**src/rtl/gpio_cfg_encoder_axis32.sv**
```systemverilog
// Tone-configuration command encoder: serializes INDEX/GAIN/COMMIT requests and
// SAFE updates into one 32-bit AXI-Stream command word per beat.
module gpio_cfg_encoder_axis32 #(
  parameter int unsigned IDX_W  = 10,
  parameter int unsigned GAIN_W = 18
) (
  input  logic              clk,
  input  logic              rst,
  input  logic              req_valid,
  output logic              req_ready,
  input  logic              req_ch,
  input  logic [2:0]        req_tone,
  input  logic [IDX_W-1:0]  req_index,
  input  logic [GAIN_W-1:0] req_gain,
  input  logic              req_send_idx,
  input  logic              req_send_gain,
  input  logic              req_commit,
  input  logic              safe_req,
  input  logic              safe_val,
  output logic [31:0]       m_axis_tdata,
  output logic              m_axis_tvalid,
  input  logic              m_axis_tready,
  output logic              busy,
  output logic [15:0]       word_cnt
);

  localparam int unsigned DATA_W = 20;
  localparam logic [3:0] CMD_INDEX  = 4'h1;
  localparam logic [3:0] CMD_GAIN   = 4'h2;
  localparam logic [3:0] CMD_SAFE   = 4'hC;
  localparam logic [3:0] CMD_COMMIT = 4'hF;

  typedef enum logic [2:0] {IDLE, S_IDX, S_GAIN, S_COMMIT, S_SAFE} state_t;

  state_t state, state_nxt;

  logic              h_ch;
  logic [2:0]        h_tone;
  logic [IDX_W-1:0]  h_index;
  logic [GAIN_W-1:0] h_gain;
  logic              h_send_gain;
  logic              h_commit;
  logic              safe_pending, pend_nxt;
  logic              safe_val_q, sval_nxt;
  logic [31:0]       tdata_nxt;
  logic              hs;
  logic              accept;
  logic              load;

  // Word fields come from the live request when leaving IDLE, else from holds
  logic              src_ch;
  logic [2:0]        src_tone;
  logic [IDX_W-1:0]  src_index;
  logic [GAIN_W-1:0] src_gain;
  logic              src_send_gain;
  logic              src_commit;

  // Next-state, SAFE flag and next command word
  always_comb begin
    state_nxt     = state;
    pend_nxt      = safe_pending;
    sval_nxt      = safe_val_q;
    tdata_nxt     = m_axis_tdata;
    accept        = 1'b0;
    hs            = m_axis_tvalid & m_axis_tready;
    src_ch        = h_ch;
    src_tone      = h_tone;
    src_index     = h_index;
    src_gain      = h_gain;
    src_send_gain = h_send_gain;
    src_commit    = h_commit;

    case (state)
      IDLE: begin
        if (safe_pending) begin
          state_nxt = S_SAFE;
        end else if (req_valid) begin
          accept        = 1'b1;
          src_ch        = req_ch;
          src_tone      = req_tone;
          src_index     = req_index;
          src_gain      = req_gain;
          src_send_gain = req_send_gain;
          src_commit    = req_commit;
          if (req_send_idx)       state_nxt = S_IDX;
          else if (req_send_gain) state_nxt = S_GAIN;
          else if (req_commit)    state_nxt = S_COMMIT;
          else                    state_nxt = IDLE;
        end
      end
      S_IDX: begin
        if (hs) begin
          if (src_send_gain)   state_nxt = S_GAIN;
          else if (src_commit) state_nxt = S_COMMIT;
          else                 state_nxt = IDLE;
        end
      end
      S_GAIN: begin
        if (hs) state_nxt = src_commit ? S_COMMIT : IDLE;
      end
      S_COMMIT: begin
        if (hs) state_nxt = IDLE;
      end
      S_SAFE: begin
        if (hs) begin
          state_nxt = IDLE;
          pend_nxt  = 1'b0;
        end
      end
      default: state_nxt = IDLE;
    endcase

    // A fresh SAFE request always wins, even on the cycle its predecessor drains
    if (safe_req) begin
      pend_nxt = 1'b1;
      sval_nxt = safe_val;
    end

    load = (state_nxt != state) && (state_nxt != IDLE);
    if (load) begin
      case (state_nxt)
        S_IDX:    tdata_nxt = {CMD_INDEX, src_ch, src_tone, 4'h0, DATA_W'(src_index)};
        S_GAIN:   tdata_nxt = {CMD_GAIN, src_ch, src_tone, 4'h0, DATA_W'(src_gain)};
        S_COMMIT: tdata_nxt = {CMD_COMMIT, 28'd0};
        S_SAFE:   tdata_nxt = {CMD_SAFE, 27'd0, sval_nxt};
        default:  tdata_nxt = m_axis_tdata;
      endcase
    end
  end

  // State register
  always_ff @(posedge clk) begin
    if (rst) state <= IDLE;
    else     state <= state_nxt;
  end

  // Datapath and registered outputs
  always_ff @(posedge clk) begin
    if (rst) begin
      h_ch          <= 1'b0;
      h_tone        <= 3'd0;
      h_index       <= '0;
      h_gain        <= '0;
      h_send_gain   <= 1'b0;
      h_commit      <= 1'b0;
      safe_pending  <= 1'b0;
      safe_val_q    <= 1'b0;
      m_axis_tdata  <= 32'd0;
      m_axis_tvalid <= 1'b0;
      word_cnt      <= 16'd0;
      busy          <= 1'b0;
      req_ready     <= 1'b1;
    end else begin
      if (accept) begin
        h_ch        <= req_ch;
        h_tone      <= req_tone;
        h_index     <= req_index;
        h_gain      <= req_gain;
        h_send_gain <= req_send_gain;
        h_commit    <= req_commit;
      end
      safe_pending  <= pend_nxt;
      safe_val_q    <= sval_nxt;
      m_axis_tdata  <= tdata_nxt;
      m_axis_tvalid <= (state_nxt != IDLE);
      if (hs) word_cnt <= word_cnt + 16'd1;
      busy          <= (state_nxt != IDLE) | pend_nxt;
      req_ready     <= (state_nxt == IDLE) & ~pend_nxt;
    end
  end

endmodule
```
**config.mk**
```make
export PLATFORM = sky130hd
export DESIGN_NAME = gpio_cfg_encoder_axis32
export DESIGN_NICKNAME = d
export VERILOG_FILES = /design/src/rtl/gpio_cfg_encoder_axis32.sv
export SDC_FILE = /design/constraint.sdc
export NUM_CORES = 1
export LEC_CHECK = 0
export CORE_MARGIN = 3
export CORE_UTILIZATION = 48
export CTS_CLUSTER_SIZE = 30
export DETAILED_ROUTE_END_ITERATION = 10
export PLACE_DENSITY = 0.77
export SYNTH_ARGS = -nofsm -noshare
export SYNTH_HDL_FRONTEND = slang
export SYNTH_SLANG_ARGS = --single-unit
```
**constraint.sdc**
```tcl
create_clock -name clk -period 3.3 [get_ports clk]
set_input_delay 0.66 -clock clk [delete_from_list [all_inputs] [get_ports clk]]
set_output_delay 0.66 -clock clk [all_outputs]
set_load 0.05 [all_outputs]
```
==> metrics.csv, run 1 <==
stage,metric,value,unit
outcome,status,"finished, final reports clean",
sta,rsz0062_at_grt,no,
die,num_io_pins,92,
placed_design,portBuffers,85,
worst_setup_path,critPathLaunch,m_axis_tready,
sta,drv_slew,0,
logic_synthesis,yosysSeqAreaShare,47.2,%
logic_synthesis,ys_types,46,
final_layout,final-seq-area,1660,sq um
sta,final_hold_viol_count,0,
worst_setup_path,endpoint_kind,flip-flop,
sta,post-route-min-period,2.75,ns
logic_synthesis,synth_area_per_cell,9.00,sq um
placed_design,place.gp.congestion,0.815,
clock_tree,hold_buffers,0,
worst_setup_path,required,3.56,ns
worst_setup_path,critPathMaxFanout,22,
sta,fmax,363,MHz
sta,setup_tns,0,ns
worst_setup_path,cp-start-kind,input pin,
min_path,worstHoldPathType,reg -> reg,
worst_setup_path,r2r_slack,0.81,ns
sta,maxSlewHeadroom,66.2,%
sta,fin_skew,0.00837,ns
clock_tree,path_clk_slew,0.07,ns
die,dieWidth,91.6,microns
logic_synthesis,synth_edf_count,0,
route,first_pass_iters,4,
clock_tree,cts_setup_buffers,0,
die,die_h,91.6,microns
die,core,6940,sq um
clock_tree,ctsResizeCount,0,
worst_setup_path,slowest_stage,clkdlybuf4s50_1,
global_route,grt_pass1_vias,2913,
worst_setup_path,ff2ff_path_depth,8,
worst_setup_path,rr_endpoint,m_axis_tdata[4],
clock_tree,cts_buffers,9,
power,intPower,1880,uW
worst_setup_path,setup.worst_path.end,m_axis_tdata[4],
worst_setup_path,cp_num_buf_inv,2,
route,vias_per_cell,5.39,
sta,fin_ws,0.547,ns
power,p_clk_share,30.5,%
logic_synthesis,ys_ff_latch,83,
die,dieArea,8390,sq um
power,p_sw_share,31.8,%
sta,worstMarginPinSlew,0.505,ns
placed_design,place_hpwl,6.04,mm
worst_setup_path,worst-setup-path-type,in -> reg,
power,p_per_area,588,nW/um^2
worst_setup_path,arrival,3.01,ns
sta,fin_crit_sh,83.4,%
worst_setup_path,crit_path_max_incr_delay,0.58,ns
power,p_leak,0.00182,uW
worst_setup_path,r2r-start,state[2],
clock_tree,clock-sinks,83,
final_layout,final_common_cell,clkdlybuf4s50_1,
clock_tree,htree_num_levels,3,
logic_synthesis,synth_cells,391,
final_layout,layout_common_cells,"clkdlybuf4s50_1, dfxtp_1, nand2_1, nor2_1, mux2i_1",
job,maxCapViolations,0,
power,p_seq_share,41.4,%
worst_setup_path,worstPathCellList,clkdlybuf4s50_1 -> nand2_1 -> a22oi_1 -> o211ai_1 -> and4_1 -> or3_1 -> buf_12 -> a211oi_2,
route,drc,0,
sta,finalSetupViolations,0,
worst_setup_path,cpLargestDelayFamily,simple AND/OR/NAND/NOR gates,
logic_synthesis,synth_ff_type,dfxtp_1,
route,wire_per_inst,14.8,microns
route,antenna_left,0,
final_layout,antenna_cells,0,
power,comb_power_share,28.1,%
route,vias,3094,
route,initialDrtViolationCount,133,
logic_synthesis,async_reset_ff_share,0,%
clock_tree,cts_tree,yes,
global_route,grt_pass1_wl,14.0,mm
clock_tree,cts.root.buffer_cell,clkbuf_8,
final_layout,drive_above_1_share,9.21,%
logic_synthesis,syn_area,3520,sq um
power,ir_drop,0.000317,V
worst_setup_path,cp_num_cells,8,
final_layout,num-fill-cells,565,
die,num_rows,30,
final_layout,syn_to_final_growth,33.4,%
die,start_util,50.6,%
power,p_switching,878,uW
global_route,track_usage,20.6,%
clock_tree,cts_buffer_depth,2,
global_route,grt_max_degree,27,
clock_tree,clkLatencyLatePin,0.35,ns
final_layout,multi_input_area,1660,sq um
final_layout,nets,516,
logic_synthesis,yosysWarnings,0,
global_route,antenna_found_initial,0,
global_route,overflow,0,
route,wl,8.48,mm
placed_design,dp_slack,0.232,ns
power groups by stage:
stage / Combinational [uW] / Sequential, uW / Clock [uW]
final: 776 / 1140 / 843
after global routing: 826 / 1150 / 903
after floorplan: 363 / 1330 / 0
after CTS: 778 / 1140 / 858
after detailed placement: 774 / 1170 / 0
after global placement: 762 / 1160 / 0
state kept, by name, indices dropped and copies added, names as in the netlist:
name,flops
m_axis_tdata,25
h_gain,18
word_cnt,16
h_index,10
h_tone,3
state,3
busy,1
h_ch,1
h_commit,1
h_send_gain,1
m_axis_tvalid,1
req_ready,1
safe_pending,1
safe_val_q,1
cell families after synthesis:
kind of cell | synth area share (%)
buffers and inverters | 6.37
multiplexers | 9.50
AND/OR/NAND/NOR | 20.1
AO/OA/AOI/OAI | 13.3
adder cells (fa/ha/maj) | 0.356
other | 0.107
flip-flops | 47.2
XOR/XNOR | 2.99
per-layer routing:
metal / up-vias / GRT usage [%] / wire length, microns
met5: - / 0 / 0
met4: 0 / 7.54 / 139
met3: 13 / 3.31 / 396
met2: 99 / 33.4 / 4000
met1: 1463 / 27.5 / 3940
li1: 1519 / - / -
Yosys cell counts (all sizes together), types with 2 or more instances:
| cell type | number | area share [%] |
|---|---|---|
| xnor2 | 3 | 0.75 |
| a21oi | 23 | 3.3 |
| o31ai | 2 | 0.43 |
| a211oi | 10 | 3.1 |
| o211ai | 3 | 0.64 |
| nor2b | 6 | 1.1 |
| clkbuf | 18 | 1.9 |
| or3 | 4 | 0.71 |
| buf | 14 | 2.7 |
| dfxtp | 83 | 47 |
| xor2 | 9 | 2.2 |
| nand2 | 48 | 5.1 |
| nor2 | 42 | 4.5 |
| o21ai | 7 | 1.0 |
| o32ai | 9 | 2.2 |
| mux2 | 3 | 0.96 |
| inv | 16 | 1.7 |
| nor4 | 10 | 2.2 |
| nand4 | 3 | 0.53 |
| a32oi | 3 | 0.75 |
| nor3 | 3 | 0.43 |
| nand3 | 20 | 2.8 |
| and4b | 2 | 0.57 |
| o2111ai | 2 | 0.68 |
| and4 | 2 | 0.50 |
| and3 | 3 | 0.53 |
| and2 | 2 | 0.36 |
| mux2i | 30 | 8.5 |
area by class of cell:
class                      instances  share of cell area [%]
inverter                          16                    1.28
tap                               96                    2.56
timing repair buffer              99                    20.5
multi-input combinational        265                    35.3
clock inverter                     5                    2.19
sequential                        83                    35.4
clock buffer                      10                    2.72
worst min-delay path: stages, from the launching register on:
cell and delay [ns]:
dfxtp_1 0.32, inv_1 0.05, a32oi_1 0.05
through the flow:
| step | power (uW) | util (%) | std cells | area, sq um | hold WS [ns] |
|---|---|---|---|---|---|
| floorplan | 1690 | - | 396 | 3540 | 0.440 |
| global placement | 1920 | 64.3 | 559 | 4460 | 0.435 |
| detailed placement | 1940 | 64.3 | 559 | 4460 | 0.446 |
| CTS | 2780 | 67.6 | 574 | 4690 | 0.458 |
| global route | 2880 | 67.6 | 574 | 4690 | 0.484 |
| finish | 2760 | 67.6 | 574 | 4690 | 0.456 |
how the worst min path moves through the flow:
stage	start	cells past startpoint	endpoint	slack [ns]
finish	m_axis_tdata[10]	2	m_axis_tdata[10]	0.46
global placement	m_axis_tdata[10]	2	m_axis_tdata[10]	0.43
detailed placement	m_axis_tdata[16]	2	m_axis_tdata[16]	0.45
CTS	m_axis_tdata[10]	2	m_axis_tdata[10]	0.46
floorplan	h_ch	2	h_ch	0.44
global route	h_tone[0]	2	h_tone[0]	0.48
(Power assumes the default switching activity.)
==> inputs of run 2 (changes only) <==
Clock period 3.3 ns to 2.55 ns, I/O delays scaled along.
==> metrics.csv, run 2 (synthesis results as in run 1) <==
stage,metric,value,unit
sta,post-route-min-period,2.43,ns
worst_setup_path,crit_path_max_incr_delay,0.56,ns
die,core,6940,sq um
worst_setup_path,worst-setup-path-type,in -> reg,
worst_setup_path,arrival,2.70,ns
final_layout,layout_common_cells,"clkdlybuf4s50_1, dfxtp_1, nand2_1, nor2_1, mux2i_1",
final_layout,reg_top3,"m_axis_tdata x25, h_gain x18, word_cnt x16",
die,start_util,50.6,%
route,top_layer_used,met4,
clock_tree,cts_buffers,9,
route,vias,3094,
power,p_per_area,722,nW/um^2
route,initialDrtViolationCount,120,
final_layout,fin_area,4800,sq um
route,wl_met1,3.78,mm
placed_design,portBuffers,85,
final_layout,drive_above_1_share,13.0,%
final_layout,antenna_cells,0,
sta,drv_slew,0,
placed_design,place_hpwl,6.08,mm
worst_setup_path,slowest_stage,or4_1,
sta,maxSlewHeadroom,62.3,%
route,wl,8.58,mm
sta,final_hold_viol_count,0,
sta,worstMarginPinSlew,0.565,ns
final_layout,regMostFlops,m_axis_tdata,
clock_tree,cts_setup_buffers,0,
placed_design,place_area,4570,sq um
route,dr_wl_met2,4.17,mm
global_route,grt_pass1_vias,2911,
clock_tree,cts_buffer_depth,2,
sta,rsz0062_at_grt,no,
sta,finalSetupViolations,0,
worst_setup_path,critPathMaxFanout,12,
final_layout,num-fill-cells,555,
power,p_switching,1150,uW
final_layout,syn_to_final_growth,36.6,%
clock_tree,htree_num_levels,3,
power,p_seq_share,42.4,%
final_layout,final_common_cell,clkdlybuf4s50_1,
die,dieArea,8390,sq um
sta,fin_crit_sh,95.4,%
final_layout,nets,529,
route,drc,0,
global_route,grt_max_degree,51,
die,die_h,91.6,microns
power,ir_drop,0.000351,V
die,num_io_pins,92,
final_layout,final_util,69.2,%
placed_design,place.gp.congestion,0.771,
route,wire_per_inst,14.6,microns
min_path,worstHoldPathType,reg -> reg,
die,num_rows,30,
clock_tree,path_clk_slew,0.08,ns
worst_setup_path,worstPathCellList,clkdlybuf4s50_1 -> nor2b_1 -> o211ai_1 -> o311ai_4 -> and4_1 -> buf_4 -> or4_1 -> a21oi_1,
die,dieWidth,91.6,microns
power,p_leak,0.00190,uW
worst_setup_path,cp-start-kind,input pin,
clock_tree,clock-sinks,83,
route,dr_wl_met3,486,microns
sta,fmax,411,MHz
global_route,antenna_found_initial,0,
clock_tree,cts.root.buffer_cell,clkbuf_8,
global_route,track_usage,20.3,%
outcome,status,"finished, final reports clean",
global_route,overflow,0,
global_route,grt_pass1_wl,13.9,mm
clock_tree,clkLatencyLatePin,0.35,ns
sta,fin_skew,0.00976,ns
worst_setup_path,endpoint_kind,flip-flop,
power,comb_power_share,30.9,%
route,first_pass_iters,4,
power,p_sw_share,33.3,%
worst_setup_path,required,2.82,ns
final_layout,largest_register_ffs,25,
power,p_clk_share,26.7,%
power,intPower,2310,uW
route,vias_per_cell,5.26,
clock_tree,cts_tree,yes,
route,antenna_left,0,
job,maxCapViolations,0,
==> run 2: cell types whose count changed in the layout (fill, tap and decap cells not counted), sizes merged <==
cell and delta:
buf +13, bufinv -2, clkbuf +1, clkdlybuf4s50 -1, clkinv +2, dlymetal6s2s +1
==> run 2: layer usage <==
metal / up-vias / track usage [%]
met2: 94 / 32.9
met4: 0 / 7.54
met5: - / 0
met3: 13 / 3.73
li1: 1542 / -
met1: 1445 / 26.8
==> run 2: final timing paths <==
path	from	endpoint	slack (ns)	depth (start not counted)
setup / recovery	req_commit	m_axis_tdata[30]	0.12	8
hold / removal	m_axis_tdata[12]	m_axis_tdata[12]	0.45	2
setup reg to reg	state[0]	m_axis_tdata[30]	0.17	8
hold reg to reg	m_axis_tdata[12]	m_axis_tdata[12]	0.45	2
==> run 2: power groups by stage <==
| stage | Clock [uW] | Sequential [uW] | Combinational [uW] |
|---|---|---|---|
| CTS | 938 | 1470 | 1060 |
| detailed placement | 0 | 1500 | 1050 |
| global placement | 0 | 1500 | 1040 |
| finish | 926 | 1470 | 1070 |
| floorplan | 0 | 1720 | 470 |
| global route | 997 | 1480 | 1140 |
==> run 2: through the flow <==
step / setup slack (ns) / setup TNS, ns / hold slack [ns] / instances / power [uW]
2_1_floorplan: 0.175 / 0 / 0.440 / 396 / 2190
3_3_place_gp: -0.253 / -5.43 / 0.440 / 572 / 2530
3_5_place_dp: -0.382 / -8.32 / 0.439 / 572 / 2550
4_1_cts: 0.000454 / 0 / 0.455 / 588 / 3460
5_1_grt: 0.0534 / 0 / 0.466 / 588 / 3620
6_report: 0.117 / 0 / 0.450 / 588 / 3470
==> run 2: what timing repair did <==
item / in CTS / in global routing
gates resized for setup: 0 / 9
endpoints found under the setup margin: 0 / 25
hold buffers: 0 / 0
==> run 2: cell type report <==
| class | count | area, sq um | share of cell area, % |
|---|---|---|---|
| Clock buffer | 11 | 141 | 2.94 |
| Clock inverter | 5 | 52.6 | 1.09 |
| Inverter | 16 | 60.1 | 1.25 |
| Multi-Input combinational cell | 265 | 1690 | 35.1 |
| Sequential cell | 83 | 1660 | 34.6 |
| Tap cell | 96 | 120 | 2.50 |
| Timing Repair Buffer | 112 | 1080 | 22.5 |
==> run 2: critical path: cells and delay by family <==
family	cells	cell delay [ns]
compound gates	3	0.62
buf+inv	2	0.63
simple gates	3	0.95
==> inputs of run 3 (changes only) <==
Settings changed: SETUP_SLACK_MARGIN from default to 0.5.
==> metrics.csv, run 3 (synthesis results as in run 1) <==
stage,metric,value,unit
outcome,status,"finished, final reports clean",
global_route,grt_pass1_wl,14.8,mm
route,initialDrtViolationCount,164,
clock_tree,cts_tree,yes,
sta,maxSlewHeadroom,65.1,%
placed_design,portBuffers,85,
final_layout,antenna_cells,0,
worst_setup_path,endpoint_kind,flip-flop,
global_route,antenna_found_initial,0,
placed_design,placed_cells,573,
worst_setup_path,crit_path_max_incr_delay,0.54,ns
final_layout,final_common_cell,dfxtp_1,
final_layout,largest_register_ffs,25,
placed_design,dp_slack,-0.358,ns
final_layout,nets,539,
route,first_pass_iters,4,
final_layout,drive_above_1_share,17.9,%
final_layout,stdcell_count,598,
die,num_io_pins,92,
final_layout,regMostFlops,m_axis_tdata,
job,maxCapViolations,0,
die,dieArea,8390,sq um
final_layout,syn_to_final_growth,43.0,%
worst_setup_path,required,2.84,ns
route,antenna_left,0,
final_layout,reg_top3,"m_axis_tdata x25, h_gain x18, word_cnt x16",
sta,setup_tns,0,ns
die,start_util,50.6,%
clock_tree,htree_num_levels,3,
sta,finalSetupViolations,0,
final_layout,layout_common_cells,"dfxtp_1, nand2_1, clkdlybuf4s50_1, nor2_1, buf_4",
placed_design,place.gp.congestion,0.832,
route,drc,0,
global_route,grt_max_degree,22,
worst_setup_path,critPathMaxFanout,12,
worst_setup_path,worstPathCellList,and4b_2 -> a22oi_2 -> o211ai_1 -> and4_1 -> buf_4 -> or4_1 -> a21oi_1,
sta,fin_ws,0.331,ns
sta,post-route-min-period,2.22,ns
power,ir_drop,0.000400,V
clock_tree,cts_buffer_depth,2,
die,core,6940,sq um
sta,rsz0062_at_grt,yes,
worst_setup_path,slowest_stage,or4_1,
route,wl,9.56,mm
sta,fin_skew,0.00924,ns
clock_tree,cts_buffers,9,
clock_tree,clkLatencyLatePin,0.35,ns
min_path,worstHoldPathType,reg -> reg,
route,vias_per_cell,5.42,
worst_setup_path,cp-start-kind,flip-flop,
worst_setup_path,arrival,2.51,ns
clock_tree,cts.root.buffer_cell,clkbuf_8,
clock_tree,clock-sinks,83,
route,vias,3241,
sta,worstMarginPinSlew,0.523,ns
die,num_rows,30,
global_route,grt_pass1_vias,3084,
sta,drv_slew,0,
placed_design,place_hpwl,6.28,mm
clock_tree,path_clk_slew,0.08,ns
power,p_per_area,712,nW/um^2
die,die_h,91.6,microns
final_layout,num-fill-cells,534,
global_route,overflow,0,
sta,fmax,451,MHz
global_route,track_usage,21.9,%
power,p_leak,0.00238,uW
worst_setup_path,worst-setup-path-type,reg -> reg,
sta,fin_crit_sh,87.0,%
die,dieWidth,91.6,microns
sta,final_hold_viol_count,0,
route,wire_per_inst,16.0,microns
run 3: through the flow:
stage | util (%) | cell area, sq um | power (uW) | hold WS, ns
2_1_floorplan | - | 3580 | 2210 | 0.440
3_3_place_gp | 66.2 | 4600 | 2530 | 0.443
3_5_place_dp | 66.2 | 4600 | 2560 | 0.447
4_1_cts | 70.7 | 4910 | 3550 | 0.465
5_1_grt | 72.4 | 5030 | 3720 | 0.492
6_report | 72.4 | 5030 | 3580 | 0.466
run 3: per-layer routing:
metal / wire length, microns / GRT usage [%] / up-vias
met3: 533 / 3.40 / 16
met4: 187 / 8.54 / 0
li1: - / - / 1562
met2: 4780 / 36.6 / 115
met5: 0 / 0 / -
met1: 4060 / 28.2 / 1548
run 3: critical path: cells and delay by family, from the launching register on:
family          cells  cell delay (ns)
flops               1             0.43
simple gates        3             1.07
buf+inv             1             0.19
compound gates      3             0.46
run 3: power breakdown:
part | switching (uW) | internal (uW)
clock | 462 | 475
sequential | 66.4 | 1410
combinational | 697 | 472
run 3: final timing paths:
| kind | to | slack, ns | cells past startpoint | start |
|---|---|---|---|---|
| min reg2reg | m_axis_tdata[10] | 0.47 | 2 | m_axis_tdata[10] |
| min | m_axis_tdata[10] | 0.47 | 2 | m_axis_tdata[10] |
| max | m_axis_tdata[30] | 0.33 | 7 | state[1] |
| max reg2reg | m_axis_tdata[30] | 0.33 | 7 | state[1] |
run 3: area by class of cell:
type / instances / area (sq um) / area share, %
tap: 96 / 120 / 2.39
multi-input combinational: 265 / 1780 / 35.3
timing repair buffer: 122 / 1200 / 24.0
clock inverter: 5 / 51.3 / 1.02
inverter: 16 / 60.1 / 1.19
sequential: 83 / 1670 / 33.3
clock buffer: 11 / 141 / 2.81
run 3: what timing repair did:
| item | 4_1_cts | 5_1_grt |
|---|---|---|
| endpoints found under the setup margin | 45 | 44 |
| hold endpoints to repair | 0 | 0 |
| hold buffers | 0 | 0 |
| pin swaps | 6 | 4 |
| buffers inserted | 5 | 3 |
| gates cloned | 1 | 0 |
| gates resized for setup | 39 | 31 |
